**config.mk**
```make
export PLATFORM = sky130hd
export DESIGN_NAME = main_fsm
export DESIGN_NICKNAME = d
export VERILOG_FILES = /design/src/rtl/riscv_ctrl_pkg.sv /design/src/rtl/main_fsm.sv
export SDC_FILE = /design/constraint.sdc
export NUM_CORES = 1
export LEC_CHECK = 0
export CORE_UTILIZATION = 40
export DETAILED_ROUTE_END_ITERATION = 10
export GPL_ROUTABILITY_DRIVEN = 1
export PLACE_DENSITY = 0.77
export SETUP_SLACK_MARGIN = 0.4
export SLEW_MARGIN = 25
export SYNTH_ARGS = -nofsm -noshare
export SYNTH_HDL_FRONTEND = slang
export SYNTH_SLANG_ARGS = --single-unit
```
**constraint.sdc**
```tcl
create_clock -name clk -period 2.3 [get_ports clk]
set_input_delay 0.69 -clock clk [delete_from_list [all_inputs] [get_ports clk]]
set_output_delay 0.69 -clock clk [all_outputs]
set_load 0.03 [all_outputs]
```
**src/rtl/riscv_ctrl_pkg.sv**
```systemverilog
// rtl/riscv_ctrl_pkg.sv - shared control encodings for the multi-cycle RV32I controller
package riscv_ctrl_pkg;

  typedef enum logic [3:0] {
    S_FETCH    = 4'd0,
    S_DECODE   = 4'd1,
    S_MEMADR   = 4'd2,
    S_MEMREAD  = 4'd3,
    S_MEMWB    = 4'd4,
    S_MEMWRITE = 4'd5,
    S_EXECR    = 4'd6,
    S_EXECI    = 4'd7,
    S_ALUWB    = 4'd8,
    S_BEQ      = 4'd9,
    S_JAL      = 4'd10
  } state_t;

  localparam logic [6:0] OP_LW  = 7'b0000011;
  localparam logic [6:0] OP_SW  = 7'b0100011;
  localparam logic [6:0] OP_R   = 7'b0110011;
  localparam logic [6:0] OP_I   = 7'b0010011;
  localparam logic [6:0] OP_BEQ = 7'b1100011;
  localparam logic [6:0] OP_JAL = 7'b1101111;

  localparam logic [1:0] ALUOP_ADD    = 2'b00;
  localparam logic [1:0] ALUOP_BRANCH = 2'b01;
  localparam logic [1:0] ALUOP_FUNCT  = 2'b10;

  localparam logic [1:0] RES_ALUOUT    = 2'b00;
  localparam logic [1:0] RES_DATA      = 2'b01;
  localparam logic [1:0] RES_ALURESULT = 2'b10;

  localparam logic [1:0] SRCA_PC    = 2'b00;
  localparam logic [1:0] SRCA_OLDPC = 2'b01;
  localparam logic [1:0] SRCA_RS1   = 2'b10;

  localparam logic [1:0] SRCB_RS2  = 2'b00;
  localparam logic [1:0] SRCB_IMM  = 2'b01;
  localparam logic [1:0] SRCB_FOUR = 2'b10;

endpackage

```
**src/rtl/main_fsm.sv**
```systemverilog
// rtl/main_fsm.sv - multi-cycle RV32I control sequencer (Fetch/Decode/Execute/Mem/WB)
module main_fsm
  import riscv_ctrl_pkg::*;
#(
  parameter bit TRAP_ON_ILLEGAL = 1'b1
) (
  input  logic       clk,
  input  logic       reset,
  input  logic [6:0] op,
  input  logic       Zero,
  input  logic       MemReady,
  output logic       PCWrite,
  output logic       AdrSrc,
  output logic       MemWrite,
  output logic       IRWrite,
  output logic       RegWrite,
  output logic [1:0] ResultSrc,
  output logic [1:0] ALUSrcA,
  output logic [1:0] ALUSrcB,
  output logic [1:0] ALUOp,
  output logic       IllegalOp
);

  state_t state_q, state_d, cur;
  logic   pc_update, branch;

  always_ff @(posedge clk) begin
    if (reset) state_q <= S_FETCH;
    else       state_q <= state_d;
  end

  always_comb begin
    // Reset forces FETCH decoding so outputs are defined before the first edge.
    cur       = reset ? S_FETCH : state_q;
    state_d   = S_FETCH;
    pc_update = 1'b0;
    branch    = 1'b0;
    AdrSrc    = 1'b0;
    MemWrite  = 1'b0;
    IRWrite   = 1'b0;
    RegWrite  = 1'b0;
    ResultSrc = RES_ALUOUT;
    ALUSrcA   = SRCA_PC;
    ALUSrcB   = SRCB_RS2;
    ALUOp     = ALUOP_ADD;
    IllegalOp = 1'b0;
    case (cur)
      S_FETCH: begin
        ALUSrcB   = SRCB_FOUR;
        ResultSrc = RES_ALURESULT;
        IRWrite   = MemReady;
        pc_update = MemReady;
        state_d   = MemReady ? S_DECODE : S_FETCH;
      end
      S_DECODE: begin
        ALUSrcA = SRCA_OLDPC;
        ALUSrcB = SRCB_IMM;
        case (op)
          OP_LW, OP_SW: state_d = S_MEMADR;
          OP_R:         state_d = S_EXECR;
          OP_I:         state_d = S_EXECI;
          OP_BEQ:       state_d = S_BEQ;
          OP_JAL:       state_d = S_JAL;
          default: begin
            IllegalOp = TRAP_ON_ILLEGAL;
            state_d   = S_FETCH;
          end
        endcase
      end
      S_MEMADR: begin
        ALUSrcA = SRCA_RS1;
        ALUSrcB = SRCB_IMM;
        if (op == OP_LW)      state_d = S_MEMREAD;
        else if (op == OP_SW) state_d = S_MEMWRITE;
        else                  state_d = S_FETCH;
      end
      S_MEMREAD: begin
        AdrSrc  = 1'b1;
        state_d = MemReady ? S_MEMWB : S_MEMREAD;
      end
      S_MEMWB: begin
        ResultSrc = RES_DATA;
        RegWrite  = 1'b1;
      end
      S_MEMWRITE: begin
        AdrSrc   = 1'b1;
        MemWrite = 1'b1;
        state_d  = MemReady ? S_FETCH : S_MEMWRITE;
      end
      S_EXECR: begin
        ALUSrcA = SRCA_RS1;
        ALUSrcB = SRCB_RS2;
        ALUOp   = ALUOP_FUNCT;
        state_d = S_ALUWB;
      end
      S_EXECI: begin
        ALUSrcA = SRCA_RS1;
        ALUSrcB = SRCB_IMM;
        ALUOp   = ALUOP_FUNCT;
        state_d = S_ALUWB;
      end
      S_ALUWB: begin
        RegWrite = 1'b1;
      end
      S_BEQ: begin
        ALUSrcA = SRCA_RS1;
        ALUSrcB = SRCB_RS2;
        ALUOp   = ALUOP_BRANCH;
        branch  = 1'b1;
      end
      S_JAL: begin
        ALUSrcA   = SRCA_OLDPC;
        ALUSrcB   = SRCB_FOUR;
        pc_update = 1'b1;
        state_d   = S_ALUWB;
      end
      default: state_d = S_FETCH;
    endcase
    PCWrite = pc_update | (branch & Zero);
  end

endmodule

```
==> parameters.txt, run 1 <==
Parameter                              Value

Run status
  Result of the run ... aborted with a tool error
  Stop stage ... 4_1_cts
  Tool error ... [ERROR DPL-0038] Utilization greater than 100%, impossible to legalize

Die
  Chip width ... 39.4 um
  I/O pin cnt ... 25
  Die height ... 39.4 um
  Standard-cell rows ... 13
  Starting density of the core ... 42.9%

Logic synthesis
  Largest family of logic cells by synthesized area ... simple AND/OR/NAND/NOR gates
  Number of standard cells after synthesis ... 78
  Flops & latches, synth ... 4
  Compound-Gate Fraction of Synth Area ... 24.9%
  Simple-gate portion of the synthesized area ... 41.7%
  Number of library cell types mapped by synthesis ... 37
  Primary FF master, synth ... sky130_fd_sc_hd__dfxtp_1
  Area share of xor/xnor cells in the synthesized design ... 6.28%
  Combined area of all synthesized cells ... 558 sq um
  Mux cell area share after synthesis ... 5.38%
  Share of synthesized area occupied by flip-flops and latches ... 14.3%
  Ys async rst share ... 0%
  Ys Warns ... 0
  Post-synthesis share of cell area spent on full adders, half adders and majority gates ... 0%
  Average instance area after synthesis ... 7.15 sq um
  Number of enable-type register cells in the synthesized netlist ... 0
  Net count after synthesis ... 89

Clock network
  Number of hold buffers added after cts ... 0
  Number of buffers added by the clock tree synthesis step ... 3
  Maximum buffer depth of the clock tree ... 2
  Gates resized, CTS repair ... 47
  CTS H-Tree Depth ... 1
  Cell at the root of the clock tree ... sky130_fd_sc_hd__clkbuf_4
  Sink Count ... 4
  Setup bufs post-CTS ... 8

Place
  Post-place instance area ... 1110 sq um
  Placement-stage worst setup slack ... -0.759 ns
  HPWL reported at the end of detailed placement ... 1580 um
  Port buffer count ... 24
  Global placer's final weighted congestion ... 0.845
-- kinds of logic after synthesis --
logic type | after synthesis
AOI/OAI and AO/OA | 18
buffers and inverters | 9
DFF | 4
xor gates and xnor gates | 4
and+or+nand+nor | 40
muxes | 3
-- cell usage after synthesis (all sizes together) (2+ instances only) --
library cell  count  area (sq um)
inv               2          7.51
and2              2          12.5
nor2             10          37.5
nor4              5          46.3
a21oi             3          15.0
nand2b            3          18.8
and3              2          12.5
mux2i             3          30.0
dfxtp             4          80.1
o21ai             3          15.0
nand2             4          15.0
buf               2          15.0
nor3              9          50.1
clkbuf            5          18.8
xnor2             2          17.5
xor2              2          17.5
-- per-stage QoR --
| stage | util (%) | hold WS, ns | std cells |
|---|---|---|---|
| floorplan | - | 0.653 | 78 |
| detailed placement | 85.4 | 0.741 | 140 |
| global placement | 85.4 | 0.717 | 140 |
==> inputs of run 2 (changes only) <==
- CORE_AREA: not set -> 2 2 63 65
- CORE_UTILIZATION: 40 -> not set
- DIE_AREA: not set -> 0 0 65 67
- PLACE_DENSITY: 0.77 -> not set
- PLACE_DENSITY_LB_ADDON: not set -> 0.15
- SETUP_SLACK_MARGIN: 0.4 -> not set
==> parameters.txt, run 2 <==
Parameter                              Value

STA
  Worst setup skew after layout ... 0.00367 ns
  Final critical-path required period ... 2.52 ns
  Headroom to the max-slew limit ... 80.5%
  Actual slew at the worst max-slew pin ... 0.290 ns
  Maximum frequency from static timing analysis ... 397 MHz
  Tcrit/Tclk final ... 110%
  Worst setup slack after layout ... -0.219 ns
  Final hold viol count ... 0
  Final setup fails ... 3
  Fin. max-slew vios ... 0
  Hold slack ... 0.693 ns
  Setup repair after global routing missed its margin ... true

Place
  Cell count after placement ... 170 (+21%)
  HPWL reported at the end of detailed placement ... 1570 um (-0.43%)
  Global placer's final weighted congestion ... 0.789 (-6.5%)
  Post-place instance area ... 1040 sq um (-6.5%)
  Port buffer count ... 24 (unchanged)

Pwr
  Max IR drop VDD ... 152 uV
  Leakage power summed over all cells ... 0.000514 uW
  Final Total Pwr ... 328 uW
  Total power density per cell area ... 292 nW/um^2

Finish
  Largest registers ... state_q (4)
  Largest register FFs ... 4
  Largest register by flop count ... state_q
  Fraction of final layout cells sized beyond drive strength 1 ... 49.6%
  Combined flip-flop and latch cell area ... 81.3 sq um
  Number of inserted filler cells in the final layout ... 383
  Most used cells in the layout excluding fill and tap cells ... sky130_fd_sc_hd__buf_4 (39), sky130_fd_sc_hd__nor2_1 (8), sky130_fd_sc_hd__nor3_1 (5), sky130_fd_sc_hd__clkdlybuf4s50_1 (5)
  Number of standard cells in the layout, taps in and fillers out ... 173
  Antenna diode count ... 0
  NumNets Final ... 138
  Finished Cell Area ... 1120 sq um
  Layout Area Growth over Synthesis ... 101%
  Combined area of the multi-input logic cells ... 503 sq um
  Most common cell after layout, fill and taps aside ... sky130_fd_sc_hd__buf_4

Logic synthesis
  Combined area of all synthesized cells ... 558 sq um (unchanged)
  Share of synthesized area occupied by flip-flops and latches ... 14.3% (unchanged)
  Number of enable-type register cells in the synthesized netlist ... 0 (unchanged)
  Net count after synthesis ... 89 (unchanged)
  Portion of synthesized cell area occupied by the leading cell type ... 14.3% (unchanged)
  Most numerous cell types in the synthesized netlist ... sky130_fd_sc_hd__nor2_1 (10), sky130_fd_sc_hd__nor3_1 (8), sky130_fd_sc_hd__clkbuf_1 (5)
  Top cell type by total area after synthesis ... sky130_fd_sc_hd__dfxtp_1
  Ys async rst share ... 0% (unchanged)
  Number of library cell types mapped by synthesis ... 37 (unchanged)
  Number of standard cells after synthesis ... 78 (unchanged)
  Ys Warns ... 0 (unchanged)
  Most frequently used cell type in the post-synthesis netlist ... sky130_fd_sc_hd__nor2_1
  Primary FF master, synth ... sky130_fd_sc_hd__dfxtp_1
  Flops & latches, synth ... 4 (unchanged)
  Average instance area after synthesis ... 7.15 sq um (unchanged)
  Cell types with the largest area share after synthesis ... sky130_fd_sc_hd__dfxtp_1 (14%), sky130_fd_sc_hd__nor3_1 (7.2%), sky130_fd_sc_hd__nor2_1 (6.7%), sky130_fd_sc_hd__mux2i_1 (5.4%), sky130_fd_sc_hd__nor4_1 (4.5%)

Die
  Standard-cell rows ... 22 (+9)
  Core Region ... 3610 sq um
  Starting density of the core ... 15.5% (-27 points)
  Die height ... 67 um (+70%)
  I/O pin cnt ... 25 (unchanged)
  Floorplan die area ... 4360 sq um
  Chip width ... 65 um (+65%)

Clock network
  Number of hold buffers added after cts ... 0 (unchanged)
  Setup bufs post-CTS ... 0 (-8)
  Cell at the root of the clock tree ... sky130_fd_sc_hd__clkbuf_8
  Latest clock arrival within the worst-skew pair ... 0.22 ns
  CTS H-Tree Depth ... 1 (unchanged)
  Sink Count ... 4 (unchanged)
  Maximum buffer depth of the clock tree ... 2 (unchanged)
  CTS tree ... done
  Clock slew at the register clock pins of the worst setup and hold paths ... 0.03 ns
  Number of buffers added by the clock tree synthesis step ... 3 (unchanged)

Hold path
  Path type of the worst min-delay path ... reg -> reg
  Worst hold path endpoint ... state_q[1]
  Hold Startpoint ... state_q[1]
  Hold depth ... 3

Setup path
  Worst Reg-to-Reg Cells ... 5
  Crit-path max FO ... 2
  Data required time of the worst path ... 1.61 ns
  Setup slack on the worst flop-to-flop path ... 0.64 ns
  Launch point of the worst reg-to-reg path ... state_q[2]
  Slowest Stage Delay on Critical Path ... 0.36 ns
  Crit path arrival time ... 1.83 ns
  Crit path max-delay family ... simple AND/OR/NAND/NOR gates
  Cell seen most often among critical-path stages ... sky130_fd_sc_hd__buf_6
  Slowest cell on crit path ... sky130_fd_sc_hd__or3b_4
  Worst setup path class ... in -> out
  Sort of element at the start of the critical path ... primary input
  Worst-path cell chain ... buf_6 -> or3b_4 -> or3_4 -> nor3_4 -> buf_6
  Worst flop-to-flop path endpoint ... state_q[0]
  Buffer and inverter count on the worst path ... 2
  Kind of capture point of the worst setup path ... primary output

Global route
  Global-route usage over all layers ... 9.81%
  Vias in the first global route ... 744
  GR Overflow Total ... 0
  Global-route wire length before repair ... 3350 um
  Antenna violations before repair ... 0
  Largest net degree at the start of global routing ... 13

Run status
  Violations in the final reports ... negative setup slack
  Result of the run ... finished, violations left

Routing
  Post-DRT Antenna Nets ... 0
  Via density per instance ... 4.33
  Total Routed Length ... 1990 um
  Number of remaining DRC errors ... 0
  Average wire length per cell after detail routing ... 11.5 um
  Vias post-DR ... 749
  Initial DRT Pass Iterations ... 4
  Number of DRC markers in iteration 0 ... 28

Job
  Max Cap Viol ... 0
-- run 2: cell counts after synthesis --
Identical to the previous run, type by type.
-- run 2: tightest hold or removal path, cell delays in order, from the launching register on --
cell,delay [ns]
sky130_fd_sc_hd__dfxtp_1,0.32
sky130_fd_sc_hd__or3b_4,0.13
sky130_fd_sc_hd__or3_4,0.13
sky130_fd_sc_hd__o22ai_1,0.07
-- run 2: area by class of cell --
type | instances | area share [%]
sequential | 4 | 7.25
timing repair buffer | 51 | 38.0
tap | 48 | 5.35
inverter | 2 | 0.892
multi-input combinational | 65 | 44.8
clock buffer | 3 | 3.68
-- run 2: layer usage --
metal  wire length (um)  GRT usage, %
met5                  0             0
met4                 10          2.39
met3                 58          2.36
met2               1060          16.8
met1                866          12.3
-- run 2: kinds of logic after synthesis --
group / count (synthesis) / synth area share (%)
xor+xnor: 4 / 6.28
simple gates: 40 / 41.7
flops: 4 / 14.4
compound gates: 18 / 24.9
buf+inv: 9 / 7.40
mux: 3 / 5.38
-- run 2: what timing repair did --
action / in CTS / in global routing
endpoints found under the setup margin: 14 / 9
gates cloned: 0 / 0
gates resized for setup: 10 / 8
pin swaps: 3 / 5
endpoints found under the hold margin: 0 / 0
-- run 2: where the power goes --
group          switching [uW]  internal [uW]  total (uW)
Combinational            53.6           57.8         111
Sequential              0.857           71.1        72.0
Clock                    32.9            111         144
Total                    87.4            240         328
-- run 2: worst max-delay path by stage --
stage / cells after the start / startpoint / end
floorplan: 2 / reset / AdrSrc
global placement: 5 / reset / IllegalOp
detailed placement: 5 / reset / IllegalOp
CTS: 5 / reset / IllegalOp
global route: 5 / reset / IllegalOp
finish: 5 / reset / IllegalOp
-- run 2: metrics by stage --
step                util [%]  setup TNS [ns]  worst slack [ns]
CTS                     30.5          -0.400            -0.306
detailed placement      28.8           -4.19            -0.582
global placement        28.8           -3.92            -0.573
floorplan                  -          -0.991            -0.248
global route            31.1          -0.446            -0.255
finish                  31.1          -0.280            -0.219
Note: power is estimated with default switching activity, not from simulation.
==> inputs of run 3 (changes only) <==
- CTS_CLUSTER_SIZE: not set -> 25
==> results of run 3 <==
The final DEF is identical to that of run 2; final timing and power are the same.
==> inputs of run 4 (changes only) <==
- PLACE_DENSITY_LB_ADDON: 0.15 -> not set
==> parameters.txt, run 4 (synthesized netlist as in run 2, its figures left out) <==
Parameter                              Value

Run status
  Result of the run ... finished, violations left
  Violations in the final reports ... negative setup slack

Setup path
  Cell seen most often among critical-path stages ... sky130_fd_sc_hd__buf_6
  Launching instance or port of the critical path ... reset
  Timing endpoint of the critical path ... IllegalOp
  Worst-path cell chain ... buf_6 -> or3b_4 -> or3_4 -> nor3_4 -> buf_6
  Slowest cell on crit path ... sky130_fd_sc_hd__or3b_4
  Setup slack on the worst flop-to-flop path ... 0.56 ns (-0.08 ns)
  Kind of capture point of the worst setup path ... primary output
  Worst Reg-to-Reg Cells ... 5 (unchanged)
  Worst setup path class ... in -> out
  Launch point of the worst reg-to-reg path ... state_q[3]
  Worst flop-to-flop path endpoint ... state_q[0]
  Crit path arrival time ... 1.83 ns (about the same)
  Crit path max-delay family ... simple AND/OR/NAND/NOR gates
  Data required time of the worst path ... 1.61 ns (about the same)
  Buffer and inverter count on the worst path ... 2 (unchanged)
  Slowest Stage Delay on Critical Path ... 0.37 ns (about the same)
  Sort of element at the start of the critical path ... primary input
  Critical path depth ... 5 (unchanged)
  Crit-path max FO ... 2 (unchanged)

Place
  Global placer's final weighted congestion ... 0.879 (+11%)
  HPWL reported at the end of detailed placement ... 1470 um (-6.4%)
  Port buffer count ... 24 (unchanged)
  Post-place instance area ... 1020 sq um (-2.2%)

Finish
  Antenna diode count ... 0 (unchanged)
  Largest registers ... state_q (4)
  Most used cells in the layout excluding fill and tap cells ... sky130_fd_sc_hd__buf_4 (38), sky130_fd_sc_hd__nor2_1 (6), sky130_fd_sc_hd__nor3_1 (6), sky130_fd_sc_hd__clkdlybuf4s50_1 (6)
  Layout Area Growth over Synthesis ... 98.9%
  NumNets Final ... 136 (-1.4%)
  Most common cell after layout, fill and taps aside ... sky130_fd_sc_hd__buf_4
  Fraction of final layout cells sized beyond drive strength 1 ... 51.2% (+1.6 points)
  Largest register FFs ... 4 (unchanged)
  Largest register by flop count ... state_q
  Finished Cell Area ... 1110 sq um (-1.1%)

Routing
  Vias post-DR ... 744 (-0.67%)
  Post-DRT Antenna Nets ... 0 (unchanged)
  Average wire length per cell after detail routing ... 11.0 um (-4.2%)
  Number of DRC markers in iteration 0 ... 6 (-79%)
  Via density per instance ... 4.35 (+0.49%)
  Number of remaining DRC errors ... 0 (unchanged)
  Initial DRT Pass Iterations ... 4 (unchanged)
  Total Routed Length ... 1890 um (-5.3%)

Die
  Standard-cell rows ... 22 (unchanged)
  Starting density of the core ... 15.5% (unchanged)
  Die height ... 67 um (unchanged)
  Chip width ... 65 um (unchanged)
  Core Region ... 3610 sq um (unchanged)
  Floorplan die area ... 4360 sq um (unchanged)
  I/O pin cnt ... 25 (unchanged)

Global route
  Antenna violations before repair ... 0 (unchanged)
  Largest net degree at the start of global routing ... 13 (unchanged)
  Vias in the first global route ... 712 (-4.3%)
  Global-route usage over all layers ... 8.79% (-1.0 points)
  Global-route wire length before repair ... 3020 um (-9.9%)
  GR Overflow Total ... 0 (unchanged)

STA
  Final setup fails ... 3 (unchanged)
  Fin. max-slew vios ... 0 (unchanged)
  Worst setup skew after layout ... 0.000791 ns (-0.00288 ns)
  Setup repair after global routing missed its margin ... true
  Final setup TNS ... -0.306 ns (-0.0257 ns)
  Actual slew at the worst max-slew pin ... 0.412 ns (+0.122 ns)
  Hold slack ... 0.703 ns (+0.00930 ns)
  Maximum frequency from static timing analysis ... 397 MHz (about the same)
  Tcrit/Tclk final ... 109% (about the same)
  Headroom to the max-slew limit ... 72.5% (-8.0 points)
  Final critical-path required period ... 2.52 ns (-0.00204 ns)
  Worst setup slack after layout ... -0.217 ns (+0.00204 ns)
  Final hold viol count ... 0 (unchanged)

Job
  Max Cap Viol ... 0 (unchanged)

Clock network
  CTS tree ... done
  Cell at the root of the clock tree ... sky130_fd_sc_hd__clkbuf_8
  Sink Count ... 4 (unchanged)
  Clock slew at the register clock pins of the worst setup and hold paths ... 0.03 ns (about the same)
  Maximum buffer depth of the clock tree ... 2 (unchanged)
  Number of buffers added by the clock tree synthesis step ... 3 (unchanged)
  Latest clock arrival within the worst-skew pair ... 0.21 ns (about the same)
  CTS H-Tree Depth ... 1 (unchanged)

Pwr
  Leakage power summed over all cells ... 0.000493 uW (-4.2%)
  Max IR drop VDD ... 97.5 uV (-36%)
  Total power density per cell area ... 294 nW/um^2 (+0.78%)

Hold path
  Path type of the worst min-delay path ... reg -> reg
## run 4: where the power goes
part           internal [uW]  switching (uW)  total (uW)
Clock                    111            33.1         144
Combinational           56.4            53.8         110
Sequential              71.1           0.734        71.8
## run 4: worst register-to-register path, delay by kind of cell, from the launching register on
family	cells	cell delay, ns
buf+inv	1	0.23
simple gates	2	0.65
compound gates	2	0.35
flops	1	0.42
## run 4: worst min path at each step
stage,end,start,slack [ns],cells past startpoint
floorplan,state_q[1],state_q[1],0.64,2
global placement,state_q[1],state_q[1],0.68,3
detailed placement,state_q[1],state_q[1],0.69,3
CTS,state_q[1],state_q[1],0.70,3
global route,state_q[1],state_q[1],0.72,3
finish,state_q[1],state_q[1],0.70,3
## run 4: repair_timing
| action | 4_1_cts | 5_1_grt |
|---|---|---|
| setup buffers | 0 | 1 |
| endpoints found under the setup margin | 14 | 9 |
| pin swaps | 3 | 4 |
| hold buffers | 0 | 0 |
| gates resized for setup | 10 | 9 |
## run 4: routing by layer
metal  up-vias  track usage, %  wire length (um)
li1        385               -                 -
met1       335            11.0               898
met2        22            14.8               866
met3         2           0.845                96
met4         0            4.79                25
met5         -               0                 0
## run 4: final cells by class
class                      count  area, sq um
clock buffer                   3         41.3
fill                         376         2500
inverter                       2         10.0
multi-input combinational     65          512
sequential                     4         81.3
tap                           48         60.1
timing repair buffer          49          405
## run 4: through the flow
stage          cells  setup slack [ns]  util [%]  power [uW]
3_3_place_gp     167            -0.597      28.2         178
4_1_cts          170            -0.321      29.8         328
5_1_grt          171            -0.242      30.8         343
3_5_place_dp     167            -0.582      28.2         179
6_report         171            -0.217      30.8         326
2_1_floorplan     78            -0.248         -         122
